$ cat src/rtl/jtdd_vram_arb_pkg.sv
// rtl/jtdd_vram_arb_pkg.sv - shared owner tags and CPU FSM states for the VRAM arbiter
package jtdd_vram_arb_pkg;

    typedef enum logic [2:0] {
        OWN_NONE = 3'd0,
        OWN_CHAR = 3'd1,
        OWN_SCR  = 3'd2,
        OWN_OBJ  = 3'd3,
        OWN_CPU  = 3'd4
    } owner_t;

    typedef enum logic [1:0] {
        IDLE = 2'd0,
        PEND = 2'd1,
        ACC  = 2'd2,
        HOLD = 2'd3
    } state_t;

endpackage

$ cat src/rtl/jtdd_vram_arb_if.sv
// rtl/jtdd_vram_arb_if.sv - CPU access bus into the VRAM arbiter
interface jtdd_vram_arb_if #(
    parameter int AW = 13,
    parameter int DW = 8
);
    logic          cpu_cs;
    logic          cpu_we;
    logic [AW-1:0] cpu_addr;
    logic [DW-1:0] cpu_dout;
    logic [DW-1:0] cpu_din;
    logic          cpu_wait;

    modport master (
        output cpu_cs, cpu_we, cpu_addr, cpu_dout,
        input  cpu_din, cpu_wait
    );

    modport slave (
        input  cpu_cs, cpu_we, cpu_addr, cpu_dout,
        output cpu_din, cpu_wait
    );
endinterface

$ cat src/rtl/jtdd_vram_arb_slot.sv
// rtl/jtdd_vram_arb_slot.sv - combinational slot owner decode from bus phase and CPU state
module jtdd_vram_arb_slot
    import jtdd_vram_arb_pkg::*;
(
    input  logic [5:0] m,
    input  logic       vbl,
    input  logic       pending,
    input  logic       steal,
    output owner_t     owner,
    output logic       skip
);
    always_comb begin
        owner = OWN_CPU;
        skip  = 1'b0;
        if (!vbl) begin
            if (m[0]) begin
                owner = OWN_CHAR;
            end else if (m[2]) begin
                owner = OWN_SCR;
            end else if (m[4]) begin
                if (steal) begin
                    skip = 1'b1;
                end else begin
                    owner = OWN_OBJ;
                end
            end
        end
        if (owner == OWN_CPU && !pending) begin
            owner = OWN_NONE;
        end
    end
endmodule

$ cat src/rtl/jtdd_vram_arb.sv
// rtl/jtdd_vram_arb.sv - VRAM time-slot arbiter: CPU FSM, address mux, owner pipeline, data capture
module jtdd_vram_arb
    import jtdd_vram_arb_pkg::*;
#(
    parameter int AW      = 13,
    parameter int DW      = 8,
    parameter int MAXWAIT = 8
) (
    input  logic          clk,
    input  logic          rst,
    input  logic          pxl_cen,
    input  logic [5:0]    M,
    input  logic          VBL,
    jtdd_vram_arb_if.slave cpu,
    input  logic [AW-1:0] char_addr,
    input  logic [AW-1:0] scr_addr,
    input  logic [AW-1:0] obj_addr,
    output logic [DW-1:0] char_data,
    output logic [DW-1:0] scr_data,
    output logic [DW-1:0] obj_data,
    output logic          char_ok,
    output logic          scr_ok,
    output logic          obj_ok,
    output logic          obj_skip,
    output logic [AW-1:0] ram_addr,
    output logic          ram_we,
    output logic [DW-1:0] ram_din,
    input  logic [DW-1:0] ram_dout
);
    localparam int CW = $clog2(MAXWAIT + 1);

    state_t        st, st_nx;
    owner_t        owner, own1, own2;
    logic [CW-1:0] cnt;
    logic          pending, steal, skip;
    logic [1:0]    gap;

    assign pending      = (st == PEND) && cpu.cpu_cs;
    assign steal        = pending && (cnt == CW'(MAXWAIT));
    assign cpu.cpu_wait = cpu.cpu_cs && (st != HOLD);

    jtdd_vram_arb_slot u_slot (
        .m       (M),
        .vbl     (VBL),
        .pending (pending),
        .steal   (steal),
        .owner   (owner),
        .skip    (skip)
    );

    always_comb begin
        st_nx = st;
        case (st)
            IDLE: if (cpu.cpu_cs) st_nx = PEND;
            PEND: begin
                if (!cpu.cpu_cs) st_nx = IDLE;
                else if (pxl_cen && owner == OWN_CPU) st_nx = ACC;
            end
            // ram_we is only high at E1 for a CPU write; reads finish when their tag reaches stage 2
            ACC:  if (ram_we || own2 == OWN_CPU) st_nx = HOLD;
            HOLD: if (!cpu.cpu_cs) st_nx = IDLE;
            default: st_nx = IDLE;
        endcase
    end

    always_ff @(posedge clk or posedge rst) begin
        if (rst) begin
            st          <= IDLE;
            cnt         <= '0;
            own1        <= OWN_NONE;
            own2        <= OWN_NONE;
            ram_addr    <= '0;
            ram_we      <= 1'b0;
            ram_din     <= '0;
            char_data   <= '0;
            scr_data    <= '0;
            obj_data    <= '0;
            char_ok     <= 1'b0;
            scr_ok      <= 1'b0;
            obj_ok      <= 1'b0;
            obj_skip    <= 1'b0;
            cpu.cpu_din <= '0;
        end else begin
            st       <= st_nx;
            ram_we   <= 1'b0;
            char_ok  <= 1'b0;
            scr_ok   <= 1'b0;
            obj_ok   <= 1'b0;
            obj_skip <= 1'b0;
            own1     <= OWN_NONE;
            own2     <= own1;

            if (st == IDLE && cpu.cpu_cs) begin
                cnt <= '0;
            end else if (pending && pxl_cen && cnt != CW'(MAXWAIT)) begin
                cnt <= cnt + CW'(1);
            end

            if (pxl_cen) begin
                own1     <= owner;
                obj_skip <= skip;
                case (owner)
                    OWN_CHAR: ram_addr <= char_addr;
                    OWN_SCR:  ram_addr <= scr_addr;
                    OWN_OBJ:  ram_addr <= obj_addr;
                    OWN_CPU: begin
                        ram_addr <= cpu.cpu_addr;
                        ram_din  <= cpu.cpu_dout;
                        ram_we   <= cpu.cpu_we;
                    end
                    default: ;
                endcase
            end

            case (own2)
                OWN_CHAR: begin char_data <= ram_dout; char_ok <= 1'b1; end
                OWN_SCR:  begin scr_data  <= ram_dout; scr_ok  <= 1'b1; end
                OWN_OBJ:  begin obj_data  <= ram_dout; obj_ok  <= 1'b1; end
                OWN_CPU:  if (st == ACC) cpu.cpu_din <= ram_dout;
                default: ;
            endcase
        end
    end

    always_ff @(posedge clk or posedge rst) begin
        if (rst) gap <= 2'd3;
        else if (pxl_cen) gap <= 2'd0;
        else if (gap != 2'd3) gap <= gap + 2'd1;
    end

    a_m_onehot: assert property (@(posedge clk) disable iff (rst) pxl_cen |-> $onehot0(M));
    a_cen_gap:  assert property (@(posedge clk) disable iff (rst) pxl_cen |-> gap >= 2'd2);
endmodule

$ cat src/flat_wrapper.sv
// flat-port wrapper written by rule: the top's interface ports become plain ports
module jtdd_vram_arb_flat import jtdd_vram_arb_pkg::*;
#(
    parameter int AW      = 13,
    parameter int DW      = 8,
    parameter int MAXWAIT = 8
)
  (clk, rst, pxl_cen, M, VBL, char_addr, scr_addr, obj_addr, char_data, scr_data, obj_data, char_ok, scr_ok, obj_ok, obj_skip, ram_addr, ram_we, ram_din, ram_dout, cpu_cpu_cs, cpu_cpu_we, cpu_cpu_addr, cpu_cpu_dout, cpu_cpu_din, cpu_cpu_wait);
  jtdd_vram_arb_if #(.AW(AW), .DW(DW)) cpu_i ();
  input  logic clk;
  input  logic rst;
  input  logic pxl_cen;
  input  logic [5:0] M;
  input  logic VBL;
  input  logic [AW-1:0] char_addr;
  input  logic [AW-1:0] scr_addr;
  input  logic [AW-1:0] obj_addr;
  output logic [DW-1:0] char_data;
  output logic [DW-1:0] scr_data;
  output logic [DW-1:0] obj_data;
  output logic char_ok;
  output logic scr_ok;
  output logic obj_ok;
  output logic obj_skip;
  output logic [AW-1:0] ram_addr;
  output logic ram_we;
  output logic [DW-1:0] ram_din;
  input  logic [DW-1:0] ram_dout;
  input wire logic [$bits(cpu_i.cpu_cs)-1:0] cpu_cpu_cs;
  input wire logic [$bits(cpu_i.cpu_we)-1:0] cpu_cpu_we;
  input wire logic [$bits(cpu_i.cpu_addr)-1:0] cpu_cpu_addr;
  input wire logic [$bits(cpu_i.cpu_dout)-1:0] cpu_cpu_dout;
  output wire logic [$bits(cpu_i.cpu_din)-1:0] cpu_cpu_din;
  output wire logic [$bits(cpu_i.cpu_wait)-1:0] cpu_cpu_wait;
  assign cpu_i.cpu_cs = cpu_cpu_cs;
  assign cpu_i.cpu_we = cpu_cpu_we;
  assign cpu_i.cpu_addr = cpu_cpu_addr;
  assign cpu_i.cpu_dout = cpu_cpu_dout;
  assign cpu_cpu_din = cpu_i.cpu_din;
  assign cpu_cpu_wait = cpu_i.cpu_wait;
  jtdd_vram_arb #(.AW(AW), .DW(DW), .MAXWAIT(MAXWAIT)) u_core (.clk(clk), .rst(rst), .pxl_cen(pxl_cen), .M(M), .VBL(VBL), .cpu(cpu_i), .char_addr(char_addr), .scr_addr(scr_addr), .obj_addr(obj_addr), .char_data(char_data), .scr_data(scr_data), .obj_data(obj_data), .char_ok(char_ok), .scr_ok(scr_ok), .obj_ok(obj_ok), .obj_skip(obj_skip), .ram_addr(ram_addr), .ram_we(ram_we), .ram_din(ram_din), .ram_dout(ram_dout));
endmodule
$ cat config.mk
export PLATFORM = sky130hd
export DESIGN_NAME = jtdd_vram_arb_flat
export DESIGN_NICKNAME = d
export VERILOG_FILES = /design/src/rtl/jtdd_vram_arb_pkg.sv /design/src/rtl/jtdd_vram_arb_if.sv /design/src/rtl/jtdd_vram_arb_slot.sv /design/src/rtl/jtdd_vram_arb.sv /design/src/flat_wrapper.sv
export SDC_FILE = /design/constraint.sdc
export NUM_CORES = 1
export LEC_CHECK = 0
export CAP_MARGIN = 20
export CORE_MARGIN = 2
export CORE_UTILIZATION = 30
export DETAILED_ROUTE_END_ITERATION = 6
export HOLD_SLACK_MARGIN = 0.15
export PLACE_DENSITY = 0.65
export REMOVE_ABC_BUFFERS = 1
export SLEW_MARGIN = 10
export SYNTH_ARGS = -nofsm -noshare
export SYNTH_HDL_FRONTEND = slang
export SYNTH_SLANG_ARGS = --single-unit
$ cat constraint.sdc
create_clock -name clk -period 2.85 [get_ports clk]
set_clock_uncertainty 0.1 [all_clocks]
set_input_delay 0.4275 -clock clk [delete_from_list [all_inputs] [get_ports clk]]
set_output_delay 0.4275 -clock clk [all_outputs]
set_load 0.005 [all_outputs]
==> results.sh, run 1 <==
export IMPL_status="finished, final reports clean"
export IMPL_cts_setup_buffers=0
export IMPL_gr_total_overflow=0
export IMPL_drc_errors=0
export IMPL_post_cts_resized=0
export IMPL_hpwl_um=6346
export IMPL_nNetsFinal=490
export IMPL_cp_cell_sequence="clkdlybuf4s50_1 > a21boi_0 > clkdlybuf4s50_1"
export IMPL_cts_max_path_buffers=2
export IMPL_p_int_w=0.002383
export IMPL_cts_hold_buffers_added=0
export IMPL_grt_pass1_vias=2686
export IMPL_synth_avg_cell_area_sq_um=11.71
export IMPL_end_kind="primary output"
export IMPL_synth_edf_count=0
export IMPL_initial_core_util_pct=31.23
export IMPL_antenna_found_initial=0
export IMPL_core_area_sq_mm=0.009864
export IMPL_startpoint_type="input pin"
export IMPL_diodes=0
export IMPL_p_seq_share_pct=43.0
export IMPL_peakVddDrop_mv=0.2858
export IMPL_synthAdderAreaFrac_pct=0.8123
export IMPL_io_pins=139
export IMPL_viasPerCell=4.844
export IMPL_hold_path_class="reg -> reg"
export IMPL_max_stage_delay_ns=0.56
export IMPL_finalCriticalPeriod_ns=2.268
export IMPL_drt_pass1_iter_count=4
export IMPL_setup_violations=0
export IMPL_p_clk_share_pct=24.0
export IMPL_power_net_switching_w=0.0008691
export IMPL_ys_flop_type="dfrtp_1"
export IMPL_wl_um=8409
export IMPL_vias=2640
export IMPL_cts_sinks=70
export IMPL_dp_cells=530
export IMPL_final_cells=545
export IMPL_finalHoldViolations=0
export IMPL_worst_slew_pin_slew_ns=0.6506
export IMPL_rsz0062_at_grt="false"
export IMPL_ys_seq_area_share_pct=56.86
export IMPL_p_sw_share_pct=26.73
export IMPL_drt_iter0_drc=145
export IMPL_yosys_area_share_simple_pct=11.98
export IMPL_p_leak_nw=2.032
export IMPL_dieArea_sq_mm=0.01109
export IMPL_ys_seq_elements=70
export IMPL_synthCells=263
export IMPL_power_density_mw_per_mm2=676.1
export IMPL_ant_nets=0
export IMPL_timing_final_crit_share_pct=79.56
export IMPL_finalSetupTns_ns=0
export IMPL_netlist_area_sq_mm=0.003080
export IMPL_p_comb_share_pct=33.0
export IMPL_fmax_mhz=441.0
export IMPL_r2r_cells=6
export IMPL_synth_mux_area_share_pct=11.70
export IMPL_htreeDepth=3
export IMPL_crit_top_cell="clkdlybuf4s50_1"
export IMPL_cp_arrival_ns=1.74
export IMPL_holdPathStages=0
export IMPL_grt_usage_pct=15.43
export IMPL_grt_max_degree=50
export IMPL_gp_congestion=0.7860
export IMPL_path_buf_inv=2
export IMPL_post_drt_wl_per_cell_um=15.43
export IMPL_ys_types=43
export IMPL_portBuffers=135
export IMPL_slew_violations=0
export IMPL_critical_path_class="in -> out"
export IMPL_final_cell_mix="135 x clkdlybuf4s50_1, 70 x dfrtp_1, 32 x mux2_2, 32 x nand2_1, 21 x a21oi_1"
export IMPL_crit_slowest_cell="clkdlybuf4s50_1"
export IMPL_dieHeight_um=105.3
export IMPL_synthXorXnorAreaFrac_pct=0.8530
export IMPL_ys_warn_count=0
export IMPL_cts_root_buffer="clkbuf_8"
export IMPL_numCtsBuffers=9
export IMPL_synth_compound_area_share_pct=14.09
export IMPL_worstPathRequired_ns=2.32
export IMPL_cpLargestDelayFamily="buffers and inverters"
export IMPL_insertion_delay_ns=0.33
export IMPL_clkTransAtPathRegs_ns=0.07
export IMPL_rows=36
export IMPL_final_common_cell="clkdlybuf4s50_1"
export IMPL_drive_above_1_share_pct=15.53
export IMPL_relSlewSlack_pct=56.44
export IMPL_synth_top_family_by_area="compound AO/OA/AOI/OAI gates"
export IMPL_grt_pass1_wl_um=13610
export IMPL_cts_tree="done"
export IMPL_area_delta_synth_final_pct=56.13
export IMPL_postSynth_asyncResetShare_pct=100.0
export IMPL_crit_fanout=7
export IMPL_maxCapViolations=0
export IMPL_die_w_um=105.3
export IMPL_crit_cells=3
[worst reg2reg max path: cells and delay by family, from the launching register on]
| family | cells | cell delay, ns |
|---|---|---|
| buf+inv | 1 | 0.06 |
| fa+ha+maj | 1 | 0.21 |
| compound gates | 3 | 0.82 |
| simple gates | 1 | 0.24 |
| flops | 1 | 0.41 |
[cell usage after synthesis, drive strengths merged, types with 3 or more instances]
library cell,count,area [sq um]
nor3b,5,42.54
nor3,3,15.01
nand2,32,120.1
buf,7,50.05
inv,12,45.04
a21oi,22,121.4
nor2,15,56.30
o211ai,4,30.03
dfrtp,70,1752
mux2,32,360.4
o21ai,12,63.81
a222oi,9,90.09
a221oi,4,41.29
nand3b,6,45.04
clkbuf,4,15.01
[path summary, 6_finish.rpt]
kind / end / from / slack, ns
worst max-delay path: cpu_cpu_wait / cpu_cpu_cs / 0.58
max in group asynchronous: u_core.scr_data[0]$_DFFE_PP0P_ / rst / 1.69
worst min register to register: u_core.own2[0]$_DFF_PP0_ / u_core.own1[0]$_DFF_PP0_ / 0.25
min in group asynchronous: u_core.scr_data[7]$_DFFE_PP0P_ / rst / 0.33
worst min-delay path: u_core.own2[0]$_DFF_PP0_ / u_core.own1[0]$_DFF_PP0_ / 0.25
worst max register to register: u_core.ram_addr[2]$_DFFE_PP0P_ / u_core.cnt[0]$_DFFE_PP0P_ / 0.89
[metal layers]
layer  up-vias  global-route usage, %  wire (um)
li1       1230                      -          -
met1      1310                  20.37       3707
met2        90                  25.07       4165
met3        10                  4.020        419
met4         0                  4.190        115
met5         -                      0          0
[power groups by stage]
stage	registers (W)	logic (W)	clock network [W]
final	0.00140	0.00107	0.000780
after global routing	0.00143	0.00117	0.000862
after detailed placement	0.00142	0.00109	0
after CTS	0.00140	0.00109	0.000810
after global placement	0.00140	0.00107	0
after floorplan	0.00142	0.000359	0
[through the flow]
step           utilization (%)  instance area [sq um]  total power (W)  worst slack, ns  hold slack (ns)
5_1_grt                  48.76                   4810         0.003462           0.5113           0.2583
3_3_place_gp             46.84                   4621         0.002471           0.4135           0.2323
2_1_floorplan                -                   3015         0.001778           0.5543           0.2312
3_5_place_dp             46.84                   4621         0.002507           0.3174           0.2401
6_report                 48.76                   4810         0.003252           0.5824           0.2532
4_1_cts                  48.76                   4810         0.003303           0.5697           0.2565
[cells by family (layout without fill, tap and decap cells)]
kind of cell,Yosys count,in the layout
compound gates,60,60
xor+xnor,3,3
fa+ha+maj,2,2
buf+inv,24,173
flops,70,70
mux,32,32
simple gates,72,72
[sequential cells by signal, summed over array words and instances, names as in the netlist, named ones only]
signal,flops
u_core.obj_skip,1
u_core.ram_we,1
u_core.scr_ok,1
u_core.own1,3
u_core.cnt,4
u_core.obj_ok,1
u_core.cpu.cpu_din,8
u_core.char_data,8
u_core.obj_data,8
u_core.char_ok,1
u_core.ram_addr,13
u_core.st,1
u_core.ram_din,8
u_core.own2,3
u_core.scr_data,8
[area by class of cell]
type	instances	area, sq um
clock buffer	11	141.4
multi-input combinational	169	1215
timing repair buffer	145	1439
inverter	13	48.80
fill	898	5055
tap	133	166.4
sequential	70	1752
clock inverter	4	47.55
Note: power is estimated with default switching activity, not from simulation.
==> run 2: changes to the inputs <==
Settings changed: PLACE_DENSITY 0.65 to 0.67.
Clock period 2.85 ns to 1.9 ns, I/O delays scaled along.
==> results.sh, run 2 (synthesized netlist as in run 1, its figures left out) <==
export IMPL_gr_max_usage_layer="met2"
export IMPL_multi_input_area_sq_mm=0.001245
export IMPL_cts_max_path_buffers=2
export IMPL_met3_usage_pct=4.020
export IMPL_status="finished, violations left"
export IMPL_crit_fanout=5
export IMPL_drt_iter0_drc=134
export IMPL_power_density_mw_per_mm2=995.0
export IMPL_grt_pass1_vias=2862
export IMPL_min_to="u_core.own2[0]$_DFF_PP0_"
export IMPL_slew_violations=0
export IMPL_worst_slew_pin_slew_ns=0.4749
export IMPL_insertion_delay_ns=0.33
export IMPL_finalCriticalPeriod_ns=1.909
export IMPL_htreeDepth=3
export IMPL_startpoint_type="register"
export IMPL_antenna_found_initial=0
export IMPL_worstPathRequired_ns=2.01
export IMPL_failed_checks="setup timing"
export IMPL_end_kind="register"
export IMPL_grt_usage_pct=16.22
export IMPL_diodes=0
export IMPL_grt_util_met2_pct=27.56
export IMPL_die_w_um=105.3
export IMPL_final_cell_mix="134 x clkdlybuf4s50_1, 70 x dfrtp_1, 35 x buf_4"
export IMPL_largest_reg_flops=13
export IMPL_clkTransAtPathRegs_ns=0.07
export IMPL_met1_usage_pct=20.18
export IMPL_peakVddDrop_mv=0.3410
export IMPL_stdcell_area_sq_mm=0.005141
export IMPL_fmax_mhz=523.7
export IMPL_final_common_cell="clkdlybuf4s50_1"
export IMPL_initial_core_util_pct=31.23
export IMPL_pre_cts_ws_ns=-0.2922
export IMPL_rrSetupSlack_ns=-0.009
export IMPL_dieArea_sq_mm=0.01109
export IMPL_portBuffers=135
export IMPL_post_drt_wl_per_cell_um=15.49
export IMPL_relSlewSlack_pct=68.27
export IMPL_holdPathStages=0
export IMPL_crit_reg2reg_capture="u_core.ram_addr[2]$_DFFE_PP0P_"
export IMPL_gr_total_overflow=0
export IMPL_regArea_sq_mm=0.001752
export IMPL_p_leak_nw=2.207
export IMPL_wl_um=8938
export IMPL_vias=2745
export IMPL_hpwl_um=6585
export IMPL_cts_root_buffer="clkbuf_8"
export IMPL_area_delta_synth_final_pct=66.90
export IMPL_path_buf_inv=2
export IMPL_finalHoldViolations=0
export IMPL_cts_tree="done"
export IMPL_rows=36
export IMPL_setup_slack_ns=-0.009381
export IMPL_viasPerCell=4.757
export IMPL_regMostFlops="u_core.ram_addr"
export IMPL_critical_path_class="reg -> reg"
export IMPL_crit_slowest_cell="dfrtp_1"
export IMPL_drive_above_1_share_pct=22.97
export IMPL_cts_sinks=70
export IMPL_drt_pass1_iter_count=5
export IMPL_setup_violations=1
export IMPL_grt_max_degree=33
export IMPL_numCtsBuffers=9
export IMPL_rsz0062_at_grt="true"
export IMPL_ant_nets=0
export IMPL_gp_congestion=0.7936
export IMPL_utilization_pct=52.12
export IMPL_core_area_sq_mm=0.009864
export IMPL_dieHeight_um=105.3
export IMPL_maxCapViolations=0
export IMPL_cp_arrival_ns=2.02
export IMPL_hp_start="u_core.own1[0]$_DFF_PP0_"
export IMPL_cpLargestDelayFamily="compound AO/OA/AOI/OAI gates"
export IMPL_fillers=865
export IMPL_max_stage_delay_ns=0.37
export IMPL_hold_path_class="reg -> reg"
export IMPL_r2r_cells=7
export IMPL_cp_cell_sequence="inv_2 > ha_4 > and3b_2 > o311a_4 > clkbuf_16 > a222oi_1 > a21oi_1"
export IMPL_drc_errors=0
export IMPL_timing_final_crit_share_pct=100.5
export IMPL_io_pins=139
export IMPL_rr_startpoint="u_core.cnt[1]$_DFFE_PP0P_"
export IMPL_grt_pass1_wl_um=14240
export IMPL_placed_area_sq_mm=0.004801
export IMPL_nNetsFinal=521
==> run 2: changes by cell type in the layout (fill, tap and decap cells not counted), sizes merged <==
cell,before,now
buf,10,39
clkbuf,11,14
clkdlybuf4s50,135,134
clkinv,3,2
dlygate4sd2,0,1
dlygate4sd3,0,1
==> run 2: layout make-up <==
| type | count | area share (%) |
|---|---|---|
| flip-flops and latches | 70 | 34.07 |
| repair buffers | 176 | 33.61 |
| multi-input cells | 169 | 24.22 |
| well taps | 133 | 3.237 |
| clock buffers | 13 | 3.091 |
| inverters | 13 | 0.9491 |
| clock inverters | 3 | 0.8275 |
==> run 2: where the power goes <==
part / internal, W / switching [W]
clock: 0.000678 / 0.000546
combinational: 0.00119 / 0.000604
sequential: 0.00188 / 0.000220
total: 0.00375 / 0.00137
==> run 2: metal layers <==
layer	routed length (um)	share of wire, %	up-vias
met5	0	0	-
met4	118	1.3	0
met3	532	6.0	12
met2	4382	49	111
met1	3905	44	1315
li1	-	-	1307
==> run 2: timing repair <==
item,in CTS,in global routing
buffers inserted,1,8
hold buffers,1,0
pin swaps,4,13
cloned,0,2
resized for setup,2,13
endpoints found under the hold margin,13,0
endpoints found under the setup margin,11,21
==> run 2: metrics by stage <==
step           std cells  power [W]  hold slack [ns]    TNS, ns
5_1_grt              577   0.005410           0.2696    -0.7284
4_1_cts              567   0.005087           0.2512  -0.008889
2_1_floorplan        252   0.002667           0.2312     -20.90
3_3_place_gp         549   0.003770           0.2340     -3.062
6_report             577   0.005116           0.2494  -0.009381
3_5_place_dp         549   0.003835           0.2347     -4.019
==> run 2: worst max-delay path by stage <==
stage                                    from  slack, ns  cells after the start                         endpoint
global placement                         M[4]      -0.22                      6   u_core.ram_addr[0]$_DFFE_PP0P_
CTS                 u_core.cnt[1]$_DFFE_PP0P_     -0.005                      7  u_core.ram_addr[11]$_DFFE_PP0P_
finish              u_core.cnt[1]$_DFFE_PP0P_     -0.009                      7   u_core.ram_addr[2]$_DFFE_PP0P_
detailed placement                       M[4]      -0.29                      6  u_core.ram_addr[11]$_DFFE_PP0P_
global route        u_core.cnt[1]$_DFFE_PP0P_      -0.09                      7   u_core.ram_addr[1]$_DFFE_PP0P_
floorplan           u_core.cnt[0]$_DFFE_PP0P_      -0.36                      6    u_core.ram_din[0]$_DFFE_PP0P_
